File: config.mk
export PLATFORM = sky130hd
export DESIGN_NAME = pipe_tx_skp_inserter
export DESIGN_NICKNAME = d
export VERILOG_FILES = /design/src/rtl/pipe_tx_skp_inserter.sv
export SDC_FILE = /design/constraint.sdc
export NUM_CORES = 1
export LEC_CHECK = 0
export ABC_CLOCK_PERIOD_IN_PS = 2450
export CELL_PAD_IN_SITES_DETAIL_PLACEMENT = 1
export CELL_PAD_IN_SITES_GLOBAL_PLACEMENT = 2
export CORE_MARGIN = 3
export CORE_UTILIZATION = 29
export DETAILED_ROUTE_END_ITERATION = 10
export PLACE_DENSITY = 0.77
export SETUP_SLACK_MARGIN = 0.15
export SYNTH_ARGS = -nofsm -noshare
export SYNTH_HDL_FRONTEND = slang
export SYNTH_SLANG_ARGS = --single-unit
File: constraint.sdc
create_clock -name clk -period 2.45 [get_ports clk]
set_input_delay 0.49 -clock clk [delete_from_list [all_inputs] [get_ports clk]]
set_output_delay 0.49 -clock clk [all_outputs]
set_load 0.05 [all_outputs]
File: src/rtl/pipe_tx_skp_inserter.sv
// -----------------------------------------------------------------------------
// pipe_tx_skp_inserter
//
// Transmit-path clock-compensation stage. Forwards 8b/10b-domain symbols
// (data + K flag) from the MAC to the PIPE TX lane through a single output
// register. Every SKP_INTERVAL output symbols (and on each skp_req pulse) it
// schedules a SKP ordered set (COM followed by SKP_LEN SKP symbols), which is
// emitted only between packets while the upstream is held off.
//
// Ports
//   clk          PIPE PCLK, only clock
//   rst_n        asynchronous active-low reset
//   enable       0: pure pass-through, interval counter held at 0
//   skp_req      one-cycle pulse, adds one pending ordered set
//   in_data      symbol from MAC            in_datak   K flag of in_data
//   in_sof       first symbol of a packet   in_eof     last symbol of a packet
//   in_valid     upstream symbol valid      in_ready   symbol accepted
//   out_data     symbol to PHY              out_datak  K flag of out_data
//   out_valid    output register valid      out_ready  PHY accepts symbol
//   skp_pending  outstanding ordered sets (saturates at 3)
//   skp_sent     wrapping count of completed ordered sets
//   skp_overflow sticky: a schedule was lost because pending was full
// -----------------------------------------------------------------------------
module pipe_tx_skp_inserter #(
  parameter int unsigned SKP_INTERVAL = 1180,
  parameter int unsigned SKP_LEN      = 3,
  parameter logic [7:0]  COM_SYM      = 8'hBC,
  parameter logic [7:0]  SKP_SYM      = 8'h1C
) (
  input  logic        clk,
  input  logic        rst_n,
  input  logic        enable,
  input  logic        skp_req,
  input  logic [7:0]  in_data,
  input  logic        in_datak,
  input  logic        in_sof,
  input  logic        in_eof,
  input  logic        in_valid,
  output logic        in_ready,
  output logic [7:0]  out_data,
  output logic        out_datak,
  output logic        out_valid,
  input  logic        out_ready,
  output logic [1:0]  skp_pending,
  output logic [15:0] skp_sent,
  output logic        skp_overflow
);

  localparam int CNT_W = $clog2(SKP_INTERVAL);
  localparam logic [CNT_W-1:0] CNT_LAST = CNT_W'(SKP_INTERVAL - 1);
  localparam logic [2:0]       SKP_LAST = 3'(SKP_LEN);

  typedef enum logic [1:0] {
    ST_PASS = 2'd0,
    ST_COM  = 2'd1,
    ST_SKP  = 2'd2
  } state_t;

  state_t           state;
  state_t           state_nxt;
  logic             mid;
  logic [CNT_W-1:0] ivl_cnt;
  logic [2:0]       skp_cnt;
  logic [2:0]       skp_cnt_nxt;

  logic             slot_free;
  logic             insert;
  logic             in_acc;
  logic             out_hs;
  logic             sched;
  logic             ld;
  logic [7:0]       ld_data;
  logic             ld_k;
  logic             com_ld;
  logic             set_done;
  logic [2:0]       pend_upd;

  // Saturating pending update: returns {lost, new_count}. A decrement only
  // happens when a COM is loaded, which requires a non-zero count, so the
  // sum never underflows. The net change is applied before saturating.
  function automatic logic [2:0] sat_pending(input logic [1:0] cur,
                                             input logic       inc_a,
                                             input logic       inc_b,
                                             input logic       dec);
    logic [2:0] sum;
    sum = {1'b0, cur} + {2'b00, inc_a} + {2'b00, inc_b} - {2'b00, dec};
    if (sum > 3'd3) begin
      sat_pending = {1'b1, 2'd3};
    end else begin
      sat_pending = {1'b0, sum[1:0]};
    end
  endfunction

  assign slot_free = !out_valid || out_ready;
  assign out_hs    = out_valid && out_ready;

  // An ordered set may start only outside a packet: either nothing is
  // offered, or the offered symbol opens a new packet.
  assign insert = enable && (skp_pending != 2'd0) && !mid && (!in_valid || in_sof);

  // Gated by rst_n so the upstream sees not-ready while reset is held.
  assign in_ready = rst_n && (state == ST_PASS) && slot_free && !insert;
  assign in_acc   = in_valid && in_ready;

  assign sched    = enable && out_hs && (ivl_cnt == CNT_LAST);
  assign pend_upd = sat_pending(skp_pending, sched, skp_req, com_ld);

  // Next state and output-register load selection
  always_comb begin
    state_nxt   = state;
    skp_cnt_nxt = skp_cnt;
    ld          = 1'b0;
    ld_data     = in_data;
    ld_k        = in_datak;
    com_ld      = 1'b0;
    set_done    = 1'b0;
    case (state)
      ST_PASS: begin
        if (slot_free && insert) begin
          ld        = 1'b1;
          ld_data   = COM_SYM;
          ld_k      = 1'b1;
          com_ld    = 1'b1;
          state_nxt = ST_COM;
        end else if (in_acc) begin
          ld = 1'b1;
        end
      end
      ST_COM: begin
        if (slot_free) begin
          ld          = 1'b1;
          ld_data     = SKP_SYM;
          ld_k        = 1'b1;
          skp_cnt_nxt = 3'd1;
          if (SKP_LEN == 1) begin
            set_done  = 1'b1;
            state_nxt = ST_PASS;
          end else begin
            state_nxt = ST_SKP;
          end
        end
      end
      ST_SKP: begin
        if (slot_free) begin
          ld          = 1'b1;
          ld_data     = SKP_SYM;
          ld_k        = 1'b1;
          skp_cnt_nxt = skp_cnt + 3'd1;
          if ((skp_cnt + 3'd1) == SKP_LAST) begin
            set_done  = 1'b1;
            state_nxt = ST_PASS;
          end
        end
      end
      default: begin
        state_nxt = ST_PASS;
      end
    endcase
  end

  // FSM state register
  always_ff @(posedge clk or negedge rst_n) begin
    if (!rst_n) begin
      state   <= ST_PASS;
      skp_cnt <= 3'd0;
    end else begin
      state   <= state_nxt;
      skp_cnt <= skp_cnt_nxt;
    end
  end

  // Output register stage
  always_ff @(posedge clk or negedge rst_n) begin
    if (!rst_n) begin
      out_valid <= 1'b0;
      out_data  <= 8'h00;
      out_datak <= 1'b0;
    end else if (ld) begin
      out_valid <= 1'b1;
      out_data  <= ld_data;
      out_datak <= ld_k;
    end else if (slot_free) begin
      out_valid <= 1'b0;
    end
  end

  // Packet tracking, interval counting and ordered-set bookkeeping
  always_ff @(posedge clk or negedge rst_n) begin
    if (!rst_n) begin
      mid          <= 1'b0;
      ivl_cnt      <= '0;
      skp_pending  <= 2'd0;
      skp_sent     <= 16'd0;
      skp_overflow <= 1'b0;
    end else begin
      if (in_acc) begin
        if (in_eof) begin
          mid <= 1'b0;
        end else if (in_sof) begin
          mid <= 1'b1;
        end
      end

      if (!enable) begin
        ivl_cnt <= '0;
      end else if (out_hs) begin
        ivl_cnt <= (ivl_cnt == CNT_LAST) ? '0 : ivl_cnt + 1'b1;
      end

      skp_pending <= pend_upd[1:0];
      if (pend_upd[2]) begin
        skp_overflow <= 1'b1;
      end

      if (set_done) begin
        skp_sent <= skp_sent + 16'd1;
      end
    end
  end

endmodule

== Word level (Yosys, flattened, before mapping) ==
Cells that the tools add are included.

* Add/sub/neg operators: 6
* Multipliers: 0
* Divide/modulo/power cells: 0
* Magnitude comparators: 1
* Eq/ne operators: 9
* Shift-type cells: 0
* Mux-type cells: 31
* Bitwise operators: 0
* Reduce and logical (&&, ||, !) cells: 26

{| class="wikitable"
|+ Operator list
! kind !! number
|-
| two-way mux 11 bit || 3
|-
| adder 16 x 1 -> 16 bit (second input constant) || 1
|-
| two-way mux 8 bit || 2
|-
| case mux 8 bit (2 select lines) || 1
|-
| two-way mux 1 bit || 14
|-
| adder 11 x 1 -> 11 bit (second input constant) || 1
|-
| equality test 11 bit (second input constant) || 1
|-
| logical AND 1 bit || 11
|-
| two-way mux 3 bit || 3
|-
| two-way mux 2 bit || 4
|-
| nonzero test 2 bit || 4
|-
| != test 2 bit (second input constant) || 3
|-
| case mux 2 bit (3 select lines) || 1
|-
| case mux 3 bit (2 select lines) || 1
|-
| logical NOT 1 bit || 4
|-
| != test 2 x 1 -> 1 bit (second input constant) || 2
|-
| case mux 1 bit (2 select lines) || 2
|-
| AND reduction 4 bit || 1
|-
| adder 2 x 1 -> 3 bit || 1
|-
| adder 3 x 1 -> 3 bit || 1
|-
| adder 3 x 1 -> 3 bit (second input constant) || 1
|-
| equality test 3 x 2 -> 1 bit (second input constant) || 1
|-
| > comparator 3 x 2 -> 1 bit (second input constant) || 1
|-
| AND reduction 3 bit || 1
|-
| other kinds (7) || 8
|}

* Bits in registers: 46
* Bits in latches: 0
* RAM bits: 0
* ROM bits: 0
* Output and inout port bits: 30
* Word-level logic and storage cells: 83
* Memories: 0

== Depth between registers and ports, before layout ==
* Depth after elaboration: 11
* Mapped depth: 9

== Worst setup path after synthesis ==
No wires, ideal clock.

* Kind: register to register
* Start: register out_valid
* End: register skp_overflow
* Data arrival time: 2.703 ns
* Slack: -0.379 ns
* Stages on the path, launching flop included: 10
* Buffers on the path: 0
* Period minus slack after synthesis: 2.829 ns
* Cell sequence: dfrtp_1 > nor2b_1 > nor4_4 > and2_1 > ha_1 > inv_1 > fa_1 > fa_1 > xor2_1 > nand2b_1

* Longest elaborated chain between the ends: 8
* Elaborated cells on any way between the ends: 13
* Those cells by class: add/sub (3); order compare (1); mux (3); reduce/logical (6)

{| class="wikitable"
|+ RTL lines
! what !! line !! source
|-
| from (decl) || 42 || <nowiki>output logic out_valid,</nowiki>
|-
| from (signal assigned) || 175 || <nowiki>out_valid <= 1'b0;</nowiki>
|-
| from (signal assigned) || 179 || <nowiki>out_valid <= 1'b1;</nowiki>
|-
| from (signal assigned) || 183 || <nowiki>out_valid <= 1'b0;</nowiki>
|-
| logical AND 1 bit or logical NOT 1 bit (tied branches) || 95, 94 ||
|-
| logical AND 1 bit or logical OR 1 bit (tied branches) || 105, 94 ||
|-
| logical AND 1 bit (on tied branches) || 105, 119 ||
|-
| adder 2 x 1 -> 3 bit or two-way mux 1 bit (tied branches) || 86, 119 ||
|-
| adder 3 x 1 -> 3 bit or two-way mux 1 bit (tied branches) || 86, 117 ||
|-
| subtractor 3 x 1 -> 3 bit * || 86 || <nowiki>sum = {1'b0, cur} + {2'b00, inc_a} + {2'b00, inc_b} - {2'b00, dec};</nowiki>
|-
| > comparator 3 x 2 -> 1 bit * || 87 || <nowiki>if (sum > 3'd3) begin</nowiki>
|-
| two-way mux 3 bit * || 87 ||
|-
| to (signal assigned) || 194 || <nowiki>skp_overflow <= 1'b0;</nowiki>
|-
| to (signal assigned) || 212 || <nowiki>skp_overflow <= 1'b1;</nowiki>
|-
| to (decl) || 46 || <nowiki>output logic skp_overflow</nowiki>
|}

Every way passes the cells marked *; elsewhere a longest branch is shown, timed or not.
A chain may end at the register's enable or synchronous reset.

== Worst setup path in the final report ==
* Start: register skp_pending[1]
* End: register skp_pending[1]

* Longest elaborated chain between the ends: 10
* Elaborated cells on any way between the ends: 12
* Those cells by class: add/sub (3); order compare (1); mux (3); reduce/logical (5)

{| class="wikitable"
|+ RTL lines
! what !! line !! source
|-
| from (decl) || 44 || <nowiki>output logic [1:0] skp_pending,</nowiki>
|-
| from (signal assigned) || 210 || <nowiki>skp_pending <= pend_upd[1:0];</nowiki>
|-
| branches (longest 7 deep; another with adder 2 x 1 -> 3 bit) || - ||
|-
| subtractor 3 x 1 -> 3 bit * || 86 ||
|-
| > comparator 3 x 2 -> 1 bit || 87 ||
|-
| two-way mux 3 bit * || 87 ||
|-
| net pend_upd[1] || 76 || <nowiki>logic [2:0] pend_upd;</nowiki>
|}

Mark *: on every way through the listed nets, which the timed path passes.

==> results.md <==
Power:
- The worst-case IR drop observed on VDD is 473 uV.
- Dividing total power by cell area gives a power density of around 950 mW/mm^2.
- The analysis attributes to cell leakage a power of 1.60 nW.

Clock tree:
- The clock tree synthesis step divided the H-tree into 2 levels.
- Counting the buffers created by CTS gives 5.
- The number of clock sinks is 46.
- The post-cts hold buffer count is 0.
- After clock tree synthesis, the clock-pin slew on the worst setup and hold paths is 100 ps.
- The later-pin clock latency in the skew report is around 300 ps.
- The longest clock path from root to sink contains 2 buffers.
- The clock tree root driver cell is clkbuf_8.
- TritonCTS built the clock tree.

Yosys:
- The synthesized design contains 0 enable-type register cells.
- The Yosys step of the flow raised 0 warnings.
- The unique cell type count in the Yosys netlist is 52.
- The net count after synthesis is about 280.
- The proportion of synthesized flip-flops having asynchronous set or reset is 100%.
- The total of flip-flops plus latches after synthesis is 46.
- The top flip-flop cell by instance count after synthesis is dfrtp_1.
- The gate count after technology mapping is 254.
- The average cell area after synthesis is 10.0 sq um.
- The share of the yosys chip area belonging to registers is a little under half.
- The mapped cell area is around 0.0026 sq mm.

Worst setup path:
- The worst register-to-register path has a depth of 10.
- The end of the worst register-to-register path is skp_pending[1].
- Tracing the worst setup path back leads to its startpoint at skp_pending[1].
- The critical path in this run is classified as reg -> reg.
- The reg-to-reg startpoint is skp_pending[1].
- The worst setup path is launched from a register.
- The worst-path maximum fanout is 3.
- STA classifies the critical path endpoint as a register.
- STA puts the critical path data required time at 2640 ps.
- The endpoint arrival time on the critical path is about 2500 ps.
- Across all register-to-register paths, the minimum setup slack is 150 ps.

Routing:
- The total via count in the routed design is 2,193.
- In the routed design, unresolved DRC markers number 0.
- In the final routed layout, each cell accounts on average for roughly 15 microns.
- Dividing the detail-routed via count by the number of cells gives 4.97.
- For this block, the initial DRC count from the detailed router was 55.
- In this run the remaining antenna-violating nets after routing total 0.
- The routed design has roughly 6800 microns of wire.
- The first-pass iteration count of the detailed router is 4.

GRT:
- The first global-routing pass estimated 11,500 microns of wire.
- The total overflow left after global routing is 0.
- The met2 layer usage reported by global route is 23.3%.
- The via count of the first global-routing pass came to 2,358.
- Global routing used 19.5% of the available met1 tracks.
- The met3 global-route usage is 2.43%.
- The most used routing layer is met2.
- Entering global routing, the biggest net connects 37 pins.
- The global-route usage over all layers is between 10% and 20%.
- The initial antenna violation count came to 0.

Floorplanning:
- The number of cell rows is 33.
- The die covers 0.00996 sq mm.
- The initial utilization of the core area, before any placement, comes to approximately 30%.
- The vertical die dimension is 99.8 microns.
- After floorplanning, the core was sized to cover around 0.0084 sq mm.
- The overall die width is approximately 100 microns.
- For this design the top-level I/O count stands at 47.

Timing:
- The setup TNS after final layout is 0 ps.
- Setup repair after global routing could not meet its margin everywhere.
- The worst pin sits at a relative slew slack of between 60% and 70%.
- The count of final hold-check violations was 0.
- Between clock sinks in the finished design, the worst skew comes to around 10 ps.
- For the finished layout, the period the worst path requires is approximately 2300 ps.
- The number of max-slew violations in the final report came to 0.
- At the pin with the least slew margin, the transition time is about 530 ps.
- The final critical-path share of the clock period is 94.0%.
- Setup violations remaining at the end of the flow were counted as 0.
- The achievable frequency is between 400 and 500 MHz.

Layout:
- In the layout the commonest cells are 43 x dfrtp_1, 40 x clkdlybuf4s50_1, 33 x buf_4, 31 x nand2_1, 15 x o21ai_0.
- 0 antenna diodes ended up in the layout.
- In the final design database the tool counted ~360 nets.
- The most common library cell in the layout ignoring fill and taps is dfrtp_1.
- The fraction of final layout cells with drive strength greater than 1 is 22.3%.
- The post-layout instance count excluding filler cells is 441.
- From synthesis to final layout, the design area changed by 37.6%.

Placement:
- The routability congestion estimate from global placement is 0.804.
- Including well taps, the total number of placed cells is 425.
- Input and output buffers added on the ports amount to 46.
- The placed wire-length estimate is 5110 microns.

Outcome:
- The run finished with clean final reports.

Job:
- The max-cap check violation count is 0.

Hold path:
- The kind of path behind the tightest hold check is in -> async.
-- state kept, by name, summed over array words and instances (netlist names) --
| name | flops |
|---|---|
| state | 2 |
| skp_sent | 16 |
| out_valid | 1 |
| ivl_cnt | 11 |
| skp_overflow | 1 |
| skp_pending | 2 |
| skp_cnt | 3 |
| out_data | 8 |
| mid | 1 |
| out_datak | 1 |
-- worst max path at each step --
stage,to,cells after the start
5_1_grt,skp_overflow,10
2_1_floorplan,skp_pending[0],9
6_report,skp_pending[1],10
3_5_place_dp,skp_overflow,10
4_1_cts,skp_overflow,9
3_3_place_gp,skp_pending[1],10
-- kinds of logic (layout without fill, tap and decap cells) --
logic type                 count (synthesis)  in the layout  synth area share, %
and+or+nand+nor                          106            106                 22.6
xor gates and xnor gates                  17             17                 5.83
DFF                                       46             46                 45.1
muxes                                     11             11                 4.76
AOI/OAI and AO/OA                         44             44                 11.9
buffers and inverters                     19            101                 3.77
adders and majority gates                 11             11                 5.98
-- cells in the mapped netlist, types with 2 or more instances --
library cell,count,area (sq um)
a21boi_0,2,15.0
clkbuf_1,2,7.51
dfrtp_1,46,1150
nand4_1,8,50.1
a21o_1,4,30.0
and2_1,2,12.5
nand4b_1,2,17.5
mux2i_1,2,20.0
xor2_1,10,87.6
mux2_2,9,101
and3_1,8,50.1
ha_1,9,113
o21ai_0,15,75.1
nand2b_1,3,18.8
nand2_1,31,116
or2_2,2,12.5
a21oi_1,6,30.0
nor2_1,7,26.3
a22o_1,4,35.0
inv_1,14,52.6
xnor2_1,7,61.3
or3_1,4,25.0
nor3_1,10,50.1
nor4_1,5,31.3
fa_1,2,40.0
nand3_1,14,70.1
-- layer usage --
| layer | wire [microns] | vias to the layer above |
|---|---|---|
| met2 | 3320 | 36 |
| met4 | 95 | 0 |
| met3 | 184 | 6 |
| met1 | 3220 | 1080 |
| met5 | 0 | - |
| li1 | - | 1071 |
-- critical path, stage by stage, from the launching register on --
cell and delay [ps]:
dfrtp_2 400, nor2_4 40, buf_6 110, nor4_4 290, and2_4 210, ha_4 120
inv_2 40, fa_2 380, fa_2 350, xor2_2 180, nand2b_1 70
-- report_power, final --
group	total, mW	switching [mW]	internal (mW)
registers	1.02	0.104	0.917
logic	1.73	0.986	0.743
clock network	0.588	0.282	0.306
-- area by class of cell --
| cell class | count | area [sq um] |
|---|---|---|
| inverters | 14 | 52.6 |
| multi-input cells | 189 | 1360 |
| clock buffers | 5 | 68.8 |
| repair buffers | 79 | 701 |
| flip-flops and latches | 46 | 1150 |
| fillers | 954 | 4870 |
| clock inverters | 3 | 43.8 |
| well taps | 105 | 131 |
-- stage by stage --
step           setup WS (ps)  hold WS, ps  power, mW  utilization, %  area, sq um
4_1_cts                  116         64.1       3.35            41.4         3470
3_3_place_gp            -407          397       2.65            39.4         3300
2_1_floorplan          -58.2          194       2.08               -         2580
5_1_grt                 1.17         68.0       3.57            41.9         3510
6_report                 147         65.1       3.34            41.9         3510
3_5_place_dp            -479          400       2.69            39.4         3300
-- timing repair --
item / 4_1_cts / 5_1_grt
setup buffers: 2 / 6
endpoints found under the setup margin: 4 / 3
gates resized for setup: 14 / 0
pin swaps: 5 / 3
No activity file was read; power rests on OpenSTA's default activity.
